==> config.mk <==
export PLATFORM = sky130hd
export DESIGN_NAME = usb_out_arbiter_flat
export DESIGN_NICKNAME = d
export VERILOG_FILES = /design/src/rtl/usb_arb_pkg.sv /design/src/rtl/usb_out_arbiter_if.sv /design/src/rtl/usb_out_arbiter_rr_arb2.sv /design/src/rtl/usb_out_arbiter.sv /design/src/flat_wrapper.sv
export SDC_FILE = /design/constraint.sdc
export NUM_CORES = 1
export LEC_CHECK = 0
export CAP_MARGIN = 20
export CORE_MARGIN = 2
export CORE_UTILIZATION = 35
export DETAILED_ROUTE_END_ITERATION = 10
export PLACE_DENSITY = 0.74
export SYNTH_ARGS = -nofsm -noshare
export SYNTH_HDL_FRONTEND = slang
export SYNTH_HIERARCHICAL = 1
export SYNTH_SLANG_ARGS = --single-unit
==> constraint.sdc <==
create_clock -name ifclk -period 2.9 [get_ports ifclk]
set_input_delay 0.435 -clock ifclk [delete_from_list [all_inputs] [get_ports ifclk]]
set_output_delay 0.435 -clock ifclk [all_outputs]
set_load 0.02 [all_outputs]
==> src/rtl/usb_arb_pkg.sv <==
// Shared constants for the USB OUT arbiter: FSM state encoding, the default
// burst length and the per-grant word counter width.
package usb_arb_pkg;

  localparam int unsigned BURST_DEFAULT = 256;
  localparam int unsigned WCNT_W        = 16;

  typedef logic [WCNT_W-1:0] wcnt_t;

  localparam logic [1:0] ST_IDLE  = 2'd0;
  localparam logic [1:0] ST_GRANT = 2'd1;
  localparam logic [1:0] ST_LO    = 2'd2;
  localparam logic [1:0] ST_HI    = 2'd3;

endpackage

==> src/rtl/usb_out_arbiter_if.sv <==
// Bus bundle between two 32-bit word sources, the arbiter and the 16-bit
// EZ-USB output path.
//   req0_*/req1_* : source words (valid from source, ready = pop strobe)
//   usb_di*       : half-word stream toward the sink
//   grant, busy   : arbiter status
// slave  : arbiter side
// master : environment side (sources, sink, status observer)
interface usb_out_arbiter_if;
  logic [31:0] req0_data;
  logic        req0_valid;
  logic        req0_ready;
  logic [31:0] req1_data;
  logic        req1_valid;
  logic        req1_ready;
  logic [15:0] usb_di;
  logic        usb_di_valid;
  logic        usb_di_ready;
  logic [1:0]  grant;
  logic        busy;

  modport slave (
    input  req0_data, req0_valid, req1_data, req1_valid, usb_di_ready,
    output req0_ready, req1_ready, usb_di, usb_di_valid, grant, busy
  );

  modport master (
    output req0_data, req0_valid, req1_data, req1_valid, usb_di_ready,
    input  req0_ready, req1_ready, usb_di, usb_di_valid, grant, busy
  );
endinterface

==> src/rtl/usb_out_arbiter_rr_arb2.sv <==
// Two-way round-robin pick.
//   valid_i       : per-requester valid
//   last_served_i : requester released most recently (0 or 1)
//   winner_o      : one-hot winner, 2'b00 when nothing is valid
module rr_arb2 (
  input  logic [1:0] valid_i,
  input  logic       last_served_i,
  output logic [1:0] winner_o
);

  always_comb begin
    winner_o = 2'b00;
    case (valid_i)
      2'b01:   winner_o = 2'b01;
      2'b10:   winner_o = 2'b10;
      // contention: whoever was not served last goes next
      2'b11:   winner_o = last_served_i ? 2'b01 : 2'b10;
      default: winner_o = 2'b00;
    endcase
  end

endmodule

==> src/rtl/usb_out_arbiter.sv <==
// Arbitrates two 32-bit word sources onto a 16-bit USB output path, low
// half first. A grant lasts up to BURST words, back-to-back while the
// owner stays valid and the sink keeps accepting.
//   ifclk, reset_n : clock, async active-low reset
//   enable         : gates new grants and word accepts
//   bus            : usb_out_arbiter_if.slave (sources, sink, status)
module usb_out_arbiter
  import usb_arb_pkg::*;
#(
  parameter int unsigned BURST = BURST_DEFAULT
) (
  input  logic               ifclk,
  input  logic               reset_n,
  input  logic               enable,
  usb_out_arbiter_if.slave   bus
);

  localparam wcnt_t BURST_C = wcnt_t'(BURST);

  logic [1:0]  state_q, state_d;
  logic [1:0]  grant_q, grant_d;
  logic [31:0] buf_q, buf_d;
  wcnt_t       wcnt_q, wcnt_d;
  logic        last_q, last_d;

  logic [1:0]  winner;
  logic        gvalid;
  logic [31:0] gdata;
  logic        take;
  logic        rel;

  rr_arb2 u_rr (
    .valid_i       ({bus.req1_valid, bus.req0_valid}),
    .last_served_i (last_q),
    .winner_o      (winner)
  );

  assign gvalid = (grant_q[0] & bus.req0_valid) | (grant_q[1] & bus.req1_valid);
  assign gdata  = grant_q[1] ? bus.req1_data : bus.req0_data;

  always_comb begin
    state_d = state_q;
    grant_d = grant_q;
    buf_d   = buf_q;
    wcnt_d  = wcnt_q;
    last_d  = last_q;
    take    = 1'b0;
    rel     = 1'b0;
    case (state_q)
      ST_IDLE: begin
        if (enable && (|winner)) begin
          grant_d = winner;
          wcnt_d  = '0;
          state_d = ST_GRANT;
        end
      end
      ST_GRANT: begin
        if (enable && gvalid) take = 1'b1;
        else                  rel  = 1'b1;
      end
      ST_LO: begin
        if (bus.usb_di_ready) state_d = ST_HI;
      end
      ST_HI: begin
        // the high half always completes; enable only blocks the next word
        if (bus.usb_di_ready) begin
          if (wcnt_q == BURST_C || !enable || !gvalid) rel  = 1'b1;
          else                                         take = 1'b1;
        end
      end
      default: state_d = ST_IDLE;
    endcase

    if (take) begin
      buf_d   = gdata;
      wcnt_d  = wcnt_q + wcnt_t'(1);
      state_d = ST_LO;
    end
    if (rel) begin
      grant_d = 2'b00;
      last_d  = grant_q[1];
      state_d = ST_IDLE;
    end
  end

  always_ff @(posedge ifclk or negedge reset_n) begin
    if (!reset_n) begin
      state_q <= ST_IDLE;
      grant_q <= 2'b00;
      buf_q   <= '0;
      wcnt_q  <= '0;
      last_q  <= 1'b1;
    end else begin
      state_q <= state_d;
      grant_q <= grant_d;
      buf_q   <= buf_d;
      wcnt_q  <= wcnt_d;
      last_q  <= last_d;
    end
  end

  // outputs decode straight from state so reset clears them at once
  assign bus.req0_ready   = take & grant_q[0];
  assign bus.req1_ready   = take & grant_q[1];
  assign bus.usb_di_valid = (state_q == ST_LO) || (state_q == ST_HI);
  assign bus.usb_di       = (state_q == ST_LO) ? buf_q[15:0]  :
                            (state_q == ST_HI) ? buf_q[31:16] : 16'h0000;
  assign bus.grant        = grant_q;
  assign bus.busy         = (state_q != ST_IDLE);

endmodule
==> src/flat_wrapper.sv <==
// flat-port wrapper written by rule: the top's interface ports become plain ports
module usb_out_arbiter_flat import usb_arb_pkg::*;
#(
  parameter int unsigned BURST = BURST_DEFAULT
)
  (ifclk, reset_n, enable, bus_req0_data, bus_req0_valid, bus_req1_data, bus_req1_valid, bus_usb_di_ready, bus_req0_ready, bus_req1_ready, bus_usb_di, bus_usb_di_valid, bus_grant, bus_busy);
  usb_out_arbiter_if bus_i ();
  input  logic ifclk;
  input  logic reset_n;
  input  logic enable;
  input wire logic [$bits(bus_i.req0_data)-1:0] bus_req0_data;
  input wire logic [$bits(bus_i.req0_valid)-1:0] bus_req0_valid;
  input wire logic [$bits(bus_i.req1_data)-1:0] bus_req1_data;
  input wire logic [$bits(bus_i.req1_valid)-1:0] bus_req1_valid;
  input wire logic [$bits(bus_i.usb_di_ready)-1:0] bus_usb_di_ready;
  output wire logic [$bits(bus_i.req0_ready)-1:0] bus_req0_ready;
  output wire logic [$bits(bus_i.req1_ready)-1:0] bus_req1_ready;
  output wire logic [$bits(bus_i.usb_di)-1:0] bus_usb_di;
  output wire logic [$bits(bus_i.usb_di_valid)-1:0] bus_usb_di_valid;
  output wire logic [$bits(bus_i.grant)-1:0] bus_grant;
  output wire logic [$bits(bus_i.busy)-1:0] bus_busy;
  assign bus_i.req0_data = bus_req0_data;
  assign bus_i.req0_valid = bus_req0_valid;
  assign bus_i.req1_data = bus_req1_data;
  assign bus_i.req1_valid = bus_req1_valid;
  assign bus_i.usb_di_ready = bus_usb_di_ready;
  assign bus_req0_ready = bus_i.req0_ready;
  assign bus_req1_ready = bus_i.req1_ready;
  assign bus_usb_di = bus_i.usb_di;
  assign bus_usb_di_valid = bus_i.usb_di_valid;
  assign bus_grant = bus_i.grant;
  assign bus_busy = bus_i.busy;
  usb_out_arbiter #(.BURST(BURST)) u_core (.ifclk(ifclk), .reset_n(reset_n), .enable(enable), .bus(bus_i));
endmodule
==> metrics.md <==
| Metric | Value |
|---|---|
| Post_cts resized | `0` |
| Critical path, cell by cell | `inv_1 > ha_1 > nor4b_2 > nand4_4 > and3_1 > clkdlybuf4s50_1` |
| Drt pass-1 iters | `4` |
| Top cell type's share of synthesized area | `42.4%` |
| Clock network fraction of total power | `15.3%` |
| Final setup fails | `0` |
| Initial cell density of the core | `35.7%` |
| CTS tree | `done` |
| Die footprint | `9530 µm²` |
| Worst path max stage delay | `540 ps` |
| Number of DRC markers in iteration 0 | `101` |
| Synth Area in Compound Gates | `15.1%` |
| Clock root cell | `clkbuf_8` |
| Diode count | `0` |
| Adder-cell share of the synthesized area | `0.815%` |
| Routability Congestion | `0.755` |
| Synth async-reset ratio | `100%` |
| Crit path kind | `flop to primary output` |
| Pin count of the biggest net entering global routing | `78` |
| First-pass GRT wire length | `12,300 µm` |
| Leakage | `0.00171 µW` |
| Synthesized Nets | `379` |
| Layout area overhead | `36.5%` |
| GRT overflow | `0` |
| Via count | `2,600` |
| EDFF count, synth | `0` |
| Port Buffers | `91` |
| Sequential element share of the synthesized area | `43.3%` |
| Crit path DAT | `2200 ps` |
| Routed WL | `7460 µm` |
| Switching Fraction | `37.8%` |
| Post-Synthesis Cells | `307` |
| P_sw | `1280 µW` |
| Area contributors post-synth | `dfrtp_1 (42%), mux2i_1 (20%), a31oi_1 (6.5%)` |
| Flop pwr share | `36.1%` |
| Proportion of synthesized area in mux cells | `20.3%` |
| Leading area contributor after synthesis | `dfrtp_1` |
| CTS Hold Bufs | `0` |
| CTS Buf Count | `5` |
| Setup crit start kind | `flop` |
| Post-Synth Simple-Gate Area | `15.5%` |
| Final Skew | `12.1 ps` |
| Data required time of the worst path | `2470 ps` |
| Gate power share | `48.6%` |
| Worst rel slew slack | `44.9%` |
| Routed Antenna Nets | `0` |
| YS warnings | `6` |
| Max-capacitance violation count | `0` |
| Clock sinks | `53` |
| Crit-path max FO | `5` |
| Post-synthesis xor/xnor area fraction | `0.571%` |
| Top cells by count, synth | `mux2i_1 (61), dfrtp_1 (52), a21oi_1 (36)` |
| WL per Instance | `15.0 µm` |
| Crit-path slowest cell | `clkdlybuf4s50_1` |
| CTS clock-pin slew for the worst setup and hold paths | `100 ps` |
| Crit end category | `primary output` |
| Setup TNS | `0 ps` |
| Number of global-route vias before repair | `2,567` |
| Fill cells | `815` |
| Post-layout util | `48.7%` |
| HP Class | `input pin to async pin` |
| Die span in x | `97.6 µm` |
| Hold Slack | `93.5 ps` |
| Int Pwr | `2110 µW` |
| Syn Std Cell Area | `3070 µm²` |
| #FFs+latches synth | `53` |
| Most instantiated library cell after synthesis | `mux2i_1` |
| Maximum vdd ir drop | `0.469 mV` |
| CTS Buffer Depth | `2` |
| Final hold vios | `0` |
| Boundary pin count | `92` |
| Vias per inst | `5.23` |
| GRT Total Usage | `15.5%` |
| Syn_area_per_cell | `10.0 µm²` |
| Post-synth top flop | `dfrtp_1` |
| Placed insts | `489` |
| DRC | `0` |
| RSZ-0062 raised after global routing | `no` |
| Antenna violations before repair | `0` |
| Worst-skew pair later-pin latency | `310 ps` |
| Layout cells sized above 1 | `7.97%` |
| Final nets | `460` |
| Min Tclk post-route | `2640 ps` |
| P per Cell Area | `810 nW/µm²` |
| Max Freq | `379 MHz` |
| Row count | `34` |
| Status | `complete, no violations` |
| H-tree depth | `2` |
| Core ar. | `8590 µm²` |
| Actual slew at the worst max-slew pin | `820 ps` |
| Yosys cell types | `37` |
| Main combinational cell family by area after synthesis | `multiplexers` |
| DP HPWL | `5480 µm` |
| Die Ht | `97.6 µm` |
| Tot Pwr | `3390 µW` |
| Final worst-path cycle share | `91.0%` |
| # Post-CTS Setup Buffers | `0` |
| Fin. max-slew vios | `0` |
| Non-filler cells, final | `497` |
## placed cells by master (no fill, tap or decap), drive strengths merged, types with 2 or more instances in the layout
cell type | netlist | layout
clkbuf | 14 | 5
nor4 | 3 | 3
nor4b | 3 | 3
nand3 | 8 | 8
mux2i | 61 | 61
a21boi | 2 | 2
a21oi | 36 | 36
buf | 12 | 10
nor3 | 5 | 5
clkdlybuf4s50 | 0 | 90
nor2 | 3 | 3
a31o | 2 | 2
nand2 | 24 | 24
dfrtp | 52 | 52
ha | 2 | 2
nor2b | 18 | 18
xor2 | 2 | 2
and3 | 3 | 3
inv | 7 | 9
a31oi | 32 | 32
nand4 | 8 | 8
a211oi | 2 | 2
## state kept, by name, indices dropped and copies added, names as in the netlist
register          flops
u_core/bus.grant      2
u_core/wcnt_q        16
u_core/buf_q         32
u_core/state_q        2
u_core/last_q         1
## stage by stage
stage / instance area [µm²] / setup WS [ps]
CTS: 4190 / 222
global route: 4190 / 137
floorplan: 3070 / 893
detailed placement: 4070 / 309
global placement: 4070 / 313
finish: 4190 / 262
## cells by family after synthesis
group	after synthesis
xor gates and xnor gates	2
muxes	62
DFF	53
adders and majority gates	2
buffers and inverters	33
AOI/OAI and AO/OA	77
and+or+nand+nor	78
## area by class of cell
| cell class | instances | area (µm²) | area share [%] |
|---|---|---|---|
| Multi-Input combinational cell | 221 | 1610 | 38.4 |
| Sequential cell | 53 | 1330 | 31.7 |
| Timing Repair Buffer | 100 | 973 | 23.2 |
| Tap cell | 108 | 135 | 3.23 |
| Clock buffer | 5 | 68.8 | 1.64 |
| Clock inverter | 3 | 47.5 | 1.14 |
| Inverter | 7 | 26.3 | 0.627 |
## critical path: cells and delay by family (launching register included)
| family | cells | cell delay (ps) |
|---|---|---|
| simple gates | 3 | 690 |
| buf+inv | 2 | 640 |
| fa+ha+maj | 1 | 140 |
| flops | 1 | 440 |
## worst paths after layout
kind,start,to,slack (ps),cells past startpoint
worst max register to register,u_core/state_q[0]$_DFFE_PN0P_,u_core/wcnt_q[1]$_DFFE_PN0P_,630,5
max in group asynchronous,reset_n,u_core/last_q$_DFFE_PN1P_,2410,2
worst max-delay path,u_core/wcnt_q[0]$_DFFE_PN0P_,bus_req1_ready,260,6
worst min-delay path,reset_n,u_core/buf_q[16]$_DFFE_PN0P_,90,2
min in group ifclk,u_core/wcnt_q[15]$_DFFE_PN0P_,u_core/wcnt_q[15]$_DFFE_PN0P_,520,1
worst min register to register,u_core/wcnt_q[15]$_DFFE_PN0P_,u_core/wcnt_q[15]$_DFFE_PN0P_,520,1
## power groups by stage
| stage | clock network (µW) | registers, µW | logic (µW) |
|---|---|---|---|
| finish | 518 | 1230 | 1650 |
| global route | 571 | 1260 | 1800 |
| CTS | 536 | 1230 | 1670 |
| detailed placement | 0 | 1250 | 1670 |
| global placement | 0 | 1230 | 1630 |
| floorplan | 0 | 1140 | 1100 |
## per-layer routing
metal  vias up  track usage, %  share of wire [%]
li1       1288               -                  -
met4         0            2.56               0.17
met2        72            26.7                 50
met1      1238            20.0                 44
met3         2            3.96                5.3
met5         -               0                  0
No activity file was read; power rests on OpenSTA's default activity.
